File: src/rtl/video_frame_sequencer.sv
// Capture-run sequencer: aligns to the first VSYNC rise, counts pixels/lines/frames,
// flags geometry errors and stops at a frame boundary on request or after num_frames.
module video_frame_sequencer #(
  parameter int unsigned H_WIDTH       = 2448,
  parameter int unsigned V_WIDTH       = 2048,
  parameter logic [23:0] ALIGN_TIMEOUT = 24'd16777215
) (
  input  logic        clk,
  input  logic        rst,
  input  logic        start,
  input  logic        stop,
  input  logic [15:0] num_frames,
  input  logic        VSYNC,
  input  logic        HSYNC,
  output logic        gen_enable,
  output logic        busy,
  output logic        done,
  output logic        frame_start,
  output logic        line_start,
  output logic [15:0] frame_cnt,
  output logic [12:0] line_cnt,
  output logic        err_h,
  output logic        err_v,
  output logic        err_timeout
);

  localparam logic [12:0] H_LEN = 13'(H_WIDTH);
  localparam logic [12:0] V_LEN = 13'(V_WIDTH);

  typedef enum logic [1:0] {
    IDLE  = 2'd0,
    ALIGN = 2'd1,
    RUN   = 2'd2,
    STOP  = 2'd3
  } state_t;

  state_t      state_r, state_s;
  logic        stop_lat_r, stop_lat_s;
  logic [15:0] nf_r, nf_s;
  logic [12:0] pix_r, pix_s;
  logic [23:0] tmo_r, tmo_s;
  logic        vs_prev_r, hs_prev_r;
  logic        gen_en_s, busy_s, done_s, fs_s, ls_s;
  logic [15:0] fcnt_s, fnext_s;
  logic [12:0] lcnt_s, lines_s;
  logic        errh_s, errv_s, errt_s, end_s;
  logic        vs_rise_s, vs_fall_s, hs_rise_s, hs_fall_s, tmo_hit_s;

  assign vs_rise_s = VSYNC & ~vs_prev_r;
  assign vs_fall_s = ~VSYNC & vs_prev_r;
  assign hs_rise_s = HSYNC & ~hs_prev_r;
  assign hs_fall_s = ~HSYNC & hs_prev_r;
  assign tmo_hit_s = ({1'b0, tmo_r} + 25'd1) >= {1'b0, ALIGN_TIMEOUT};

  // Next-state and next-output logic; every output is registered below.
  always_comb begin
    state_s    = state_r;
    stop_lat_s = stop_lat_r;
    nf_s       = nf_r;
    pix_s      = pix_r;
    tmo_s      = tmo_r;
    done_s     = 1'b0;
    fs_s       = 1'b0;
    ls_s       = 1'b0;
    fcnt_s     = frame_cnt;
    lcnt_s     = line_cnt;
    errh_s     = err_h;
    errv_s     = err_v;
    errt_s     = err_timeout;
    end_s      = 1'b0;
    // A line ending in the same cycle as the frame is counted before the height check.
    lines_s    = line_cnt + {12'd0, hs_fall_s};
    fnext_s    = frame_cnt + 16'd1;
    case (state_r)
      IDLE: begin
        if (start) begin
          state_s    = ALIGN;
          nf_s       = num_frames;
          fcnt_s     = 16'd0;
          lcnt_s     = 13'd0;
          errh_s     = 1'b0;
          errv_s     = 1'b0;
          errt_s     = 1'b0;
          stop_lat_s = 1'b0;
          tmo_s      = 24'd0;
          pix_s      = 13'd0;
        end else begin
          state_s = IDLE;
        end
      end
      ALIGN: begin
        if (stop) begin
          state_s = STOP;
          done_s  = 1'b1;
        end else if (vs_rise_s) begin
          state_s = RUN;
          fs_s    = 1'b1;
          pix_s   = 13'd0;
        end else if (tmo_hit_s) begin
          state_s = STOP;
          done_s  = 1'b1;
          errt_s  = 1'b1;
        end else begin
          tmo_s = tmo_r + 24'd1;
        end
      end
      RUN: begin
        stop_lat_s = stop_lat_r | stop;
        ls_s       = hs_rise_s;
        fs_s       = vs_rise_s;
        if (hs_fall_s) begin
          errh_s = err_h | (pix_r != H_LEN);
          pix_s  = 13'd0;
          lcnt_s = line_cnt + 13'd1;
        end else if (HSYNC) begin
          pix_s = pix_r + 13'd1;
        end else begin
          pix_s = pix_r;
        end
        if (vs_fall_s) begin
          errv_s = err_v | (lines_s != V_LEN);
          lcnt_s = 13'd0;
          fcnt_s = fnext_s;
          end_s  = stop_lat_r | stop | ((nf_r != 16'd0) && (fnext_s == nf_r));
          if (end_s) begin
            state_s = STOP;
            done_s  = 1'b1;
          end else begin
            state_s = RUN;
          end
        end else begin
          end_s = 1'b0;
        end
      end
      STOP: begin
        state_s = IDLE;
      end
      default: begin
        state_s = IDLE;
      end
    endcase
    gen_en_s = (state_s == ALIGN) || (state_s == RUN);
    busy_s   = (state_s != IDLE);
  end

  // State, counters and registered outputs.
  always_ff @(posedge clk) begin
    if (rst) begin
      state_r     <= IDLE;
      stop_lat_r  <= 1'b0;
      nf_r        <= 16'd0;
      pix_r       <= 13'd0;
      tmo_r       <= 24'd0;
      vs_prev_r   <= 1'b0;
      hs_prev_r   <= 1'b0;
      gen_enable  <= 1'b0;
      busy        <= 1'b0;
      done        <= 1'b0;
      frame_start <= 1'b0;
      line_start  <= 1'b0;
      frame_cnt   <= 16'd0;
      line_cnt    <= 13'd0;
      err_h       <= 1'b0;
      err_v       <= 1'b0;
      err_timeout <= 1'b0;
    end else begin
      state_r     <= state_s;
      stop_lat_r  <= stop_lat_s;
      nf_r        <= nf_s;
      pix_r       <= pix_s;
      tmo_r       <= tmo_s;
      vs_prev_r   <= gen_enable ? VSYNC : 1'b0;
      hs_prev_r   <= gen_enable ? HSYNC : 1'b0;
      gen_enable  <= gen_en_s;
      busy        <= busy_s;
      done        <= done_s;
      frame_start <= fs_s;
      line_start  <= ls_s;
      frame_cnt   <= fcnt_s;
      line_cnt    <= lcnt_s;
      err_h       <= errh_s;
      err_v       <= errv_s;
      err_timeout <= errt_s;
    end
  end

endmodule

File: config.mk
export PLATFORM = sky130hd
export DESIGN_NAME = video_frame_sequencer
export DESIGN_NICKNAME = d
export VERILOG_FILES = /design/src/rtl/video_frame_sequencer.sv
export SDC_FILE = /design/constraint.sdc
export NUM_CORES = 1
export LEC_CHECK = 0
export CAP_MARGIN = 20
export CORE_MARGIN = 5
export CORE_UTILIZATION = 38
export CTS_BUF_LIST = sky130_fd_sc_hd__clkbuf_4 sky130_fd_sc_hd__clkbuf_8
export DETAILED_ROUTE_END_ITERATION = 8
export PLACE_DENSITY = 0.59
export SLEW_MARGIN = 10
export SYNTH_ARGS = -nofsm -noshare
export SYNTH_HDL_FRONTEND = slang
export SYNTH_SLANG_ARGS = --single-unit
File: constraint.sdc
create_clock -name clk -period 6.5 [get_ports clk]
set_input_delay 1.3 -clock clk [delete_from_list [all_inputs] [get_ports clk]]
set_output_delay 1.3 -clock clk [all_outputs]
set_load 0.02 [all_outputs]
* Word-level counts from Yosys, hierarchy flattened
Index checks and enable logic that the tools add are counted.
** Word-level totals
- Input port bits :: 22
- Bits in registers :: 95
- Output and inout port bits :: 37
** Cells by class
- Muxes and demuxes :: 43
- Reduce and logical (&&, ||, !) cells :: 18
- $lt $le $gt $ge :: 1
- Bitwise gates (word level) :: 14
- Add/subtract/negate cells :: 6
- Equal/unequal tests :: 18
** Operator list (count)
- $mux 24 :: 4
- $mux 13 :: 7
- $pmux 24 s2 :: 1
- $pmux 13 s3 :: 1
- $mux 16 :: 2
- $pmux 16 s2 :: 1
- $add 13x1->13 const B :: 2
- $ne 13x12->1 const B :: 2
- $pmux 13 s2 :: 1
- $add 24x1->25 const B :: 1
- $ge 25x24->1 const B :: 1
- $add 24x1->24 const B :: 1
- $add 16x1->16 const B :: 1
- $eq 16x16->1 :: 1
- $ne 2x2->1 const B :: 8
- $reduce_bool 16->1 :: 1
- $mux 1 :: 15
- $reduce_and 5->1 :: 3
- $add 13x1->13 :: 1
- $pmux 1 s2 :: 6
- $reduce_and 3->1 :: 3
- $mux 2 :: 4
- $pmux 2 s4 :: 1
- $eq 2x2->1 const B :: 3
- other kinds (12) :: 29

* Depth between registers and ports, before layout
- Depth in word-level cells :: 9
- Mapped depth :: 13
- Gate-level depth less buffers :: 12

* Worst setup path before layout
No wires, ideal clock.
- Kind :: input to register
- Start :: input port VSYNC
- End :: register pix_r[10]
- Setup time :: 70 ps
- Arrival time :: 3084 ps
- Stages :: 7
- Path slack :: 3346 ps
- Cell sequence :: nand2b_1 o21ai_0 nor4b_1 and3_1 nand2b_1 or3_1 a21oi_1
** On the way
- Longest elaborated chain between the ends :: 3
** Ends and longest elaborated chain
- from (decl) :: line 13 : input logic VSYNC,
- $and 1x1->1 :: line 49 : assign vs_rise_s = VSYNC & ~vs_prev_r;
- $ne 2x2->1 (no line)
- $reduce_and 5->1 (no line)
- to (signal assigned) :: line 170 : pix_r <= pix_s;
- to (decl) :: line 40 : logic [12:0] pix_r, pix_s;
No other way between the ends.
A chain may end at the register's enable or synchronous reset.

* Worst setup path after layout
- Start :: register tmo_r[1]
- End :: register tmo_r[4]
** On the way
- Longest elaborated chain between the ends :: 5
- Elaborated cells on any way between the ends :: 9
- Those cells by class :: add/sub (2); order compare (1); eq/ne (1); mux (4); reduce/logical (1)
** Ends and longest elaborated chain
- from (decl) :: line 41 : logic [23:0] tmo_r, tmo_s;
- from (signal assigned) :: line 171 : tmo_r <= tmo_s;
- parallel branches: the longest is 5 deep, another holds $add 24x1->25
Parallel ways; which one is timed is not known. The select of a mux whose other input is x is not followed.

==> flow_summary.ini <==
[setup_path]
cp-start-kind = register
worstSetupPathType = register to register
critPathRequiredTime_ps = 6790
r2r_slack_ps = 2890
cp_max_fo = 14
ff2ff_path_depth = 9
end_kind = register
worstReg2RegStart = tmo_r[1]
crit_start = tmo_r[1]
rr_endpoint = tmo_r[4]
critical_path_arrival_ps = 3900
worstSetupEndpoint = tmo_r[4]

[clock_tree]
numCtsBuffers = 9
cts_setup_buffers = 0
clk_pin_slew_ps = 100
ctsHtreeMaxLevel = 3
cts_root_buf = clkbuf_8
clock_latency_ps = 380
ctsResizeCount = 0
clock_path_buffers = 2
ctsHoldBuffers = 0
cts_tree = built
cts_sinks = 95

[layout]
layout.nets = 777
final_cell_mix = dfxtp_1 (95), nand2_1 (92), nor2_1 (67), clkdlybuf4s50_1 (58), a21oi_1 (48)
fin_util_pct = 44.14
diodes = 0
area_growth_pct = 15.16
final_common_cell = dfxtp_1
drive_gt1_share_pct = 4.430
fillCellCount = 1449

[routing]
wirelength_met1_um = 6432
routed_wl_um = 14130
highest_layer = met4
vias_per_cell = 5.576
dr_wl_met3_um = 574
drtAntennaViolNets = 0
wl_met2_um = 6833
via_count = 5180
drtIter0Drc = 357
post_drt_wl_per_cell_um = 15.20
drt_pass1_iterations = 5
drc = 0

[sta]
slew_headroom_pct = 45.37
final.setup_skew_ps = 15.55
finalHoldViolCount = 0
post-route-min-period_ps = 3611
worst_slew_pin_slew_ps = 816.4
fin_crit_sh_pct = 55.55
maxSlewViolCount = 0
max_freq_mhz = 276.9
rsz0062_at_grt = no
setup_viol = 0
setup_ws_ps = 2889
finalSetupTns_ps = 0

[power_and_ir_drop]
vdd_ir_drop_max_uv = 83.80
leakage_nw = 2.208
power_density_mw_per_mm2 = 180.9
total_power_mw = 1.152

[floorplan]
pin_count = 59
initial_utilization_pct = 38.33
num_rows = 44
core-area_sq_mm = 0.01442
die_h_um = 130.6
dieArea_sq_mm = 0.01706
die_w_um = 130.6

[synthesis]
syn-num-nets = 750
yosysSeqAreaShare_pct = 34.40
synth.distinct_cells = 64
syn_area_per_cell_sq_um = 7.744
async_flop_share_pct = 0
ys_seq_elements = 95
synth_edf_count = 0
synthCells = 714
synth_area_sq_mm = 0.005529
synth_warnings = 0
yosys_most_used_dff = dfxtp_1

[hold_path]
worstHoldPathType = register to register
worstHoldStart = err_v

[global_routing]
antenna_found_initial = 0
track_usage_pct = 17.03
overflow = 0
first_global_vias = 4859
grt_start_max_net_pins = 38
grt_pass1_wl_um = 23660

[run_status]
status = finished, final reports clean

[flow_run]
drv_cap = 0

[placed_design]
place_ws_ps = 2395
place_congestion = 0.8242
port_buffers = 58
dp_hpwl_um = 10410
cell type report:
| class | count | area (sq um) | share of cell area, % |
|---|---|---|---|
| inverters | 20 | 75.07 | 1.179 |
| clock buffers | 10 | 137.6 | 2.162 |
| clock inverters | 5 | 58.81 | 0.9236 |
| well taps | 184 | 230.2 | 3.616 |
| repair buffers | 61 | 600.6 | 9.432 |
| flip-flops and latches | 95 | 1902 | 29.87 |
| multi-input cells | 554 | 3363 | 52.82 |
worst max-delay path, cell delays in order, from the launching register on:
cell,delay [ps]
dfxtp_1,410
ha_1,340
and4_1,310
a31o_1,170
nand4_1,110
or4_4,580
or3_4,420
o31ai_4,660
inv_2,290
a31oi_1,240
logic make-up after synthesis:
kind of cell,count (synthesis),synth area share (%)
AOI/OAI and AO/OA,164,19.15
xor gates and xnor gates,44,6.970
adders and majority gates,15,3.349
buffers and inverters,65,4.820
DFF,95,34.40
muxes,7,1.267
and+or+nand+nor,324,30.05
metal layers:
metal | GRT usage, % | vias up
met5 | 0 | -
met4 | 6.594 | 0
met3 | 3.537 | 17
met2 | 29.06 | 93
met1 | 21.08 | 2470
li1 | - | 2600
sequential cells by signal, indices dropped and copies added, names as in the netlist:
name / flops
busy: 1
done: 1
err_h: 1
err_timeout: 1
err_v: 1
frame_cnt: 16
frame_start: 1
gen_enable: 1
hs_prev_r: 1
line_cnt: 13
line_start: 1
nf_r: 16
pix_r: 13
state_r: 2
stop_lat_r: 1
tmo_r: 24
vs_prev_r: 1
cell usage after synthesis, drive strengths merged (8+ instances only):
cell type  instances  share of area, %
xor2              27               4.3
inv               20               1.4
xnor2             17               2.7
a22o              10               1.6
nor3              20               1.8
o31ai              8               1.3
buf                9               1.0
nor4              13               2.0
clkbuf            36               2.4
ha                14               3.2
nand4             17               2.2
and2              10               1.1
dfxtp             95                34
and3              11               1.2
a21oi             48               4.3
nand3             41               3.7
nand2b             8              0.91
or3               10               1.2
nand2             92               6.2
o21ai             39               3.5
a31oi             18               2.0
nor2              68               4.6
a21o               8               1.1
power by group:
part | leakage [nW] | switching, mW | internal [mW]
combinational | 1.34 | 0.0793 | 0.0574
sequential | 0.769 | 0.0150 | 0.596
clock | 0.0944 | 0.219 | 0.186
through the flow:
stage,cell area [sq um],cells,hold slack [ps]
after floorplan,5529,714,422.7
after global placement,6166,913,447.5
after detailed placement,6166,913,451.2
after CTS,6362,928,468.2
after global routing,6367,929,505.6
final,6367,929,464.2
how the worst min path moves through the flow:
stage,cells after the start,slack [ps],end
floorplan,1,420,line_start
global placement,1,450,line_start
detailed placement,2,450,err_v
CTS,2,470,err_v
global route,2,510,err_timeout
finish,2,460,err_v
Power figures use the tool's default switching activity.
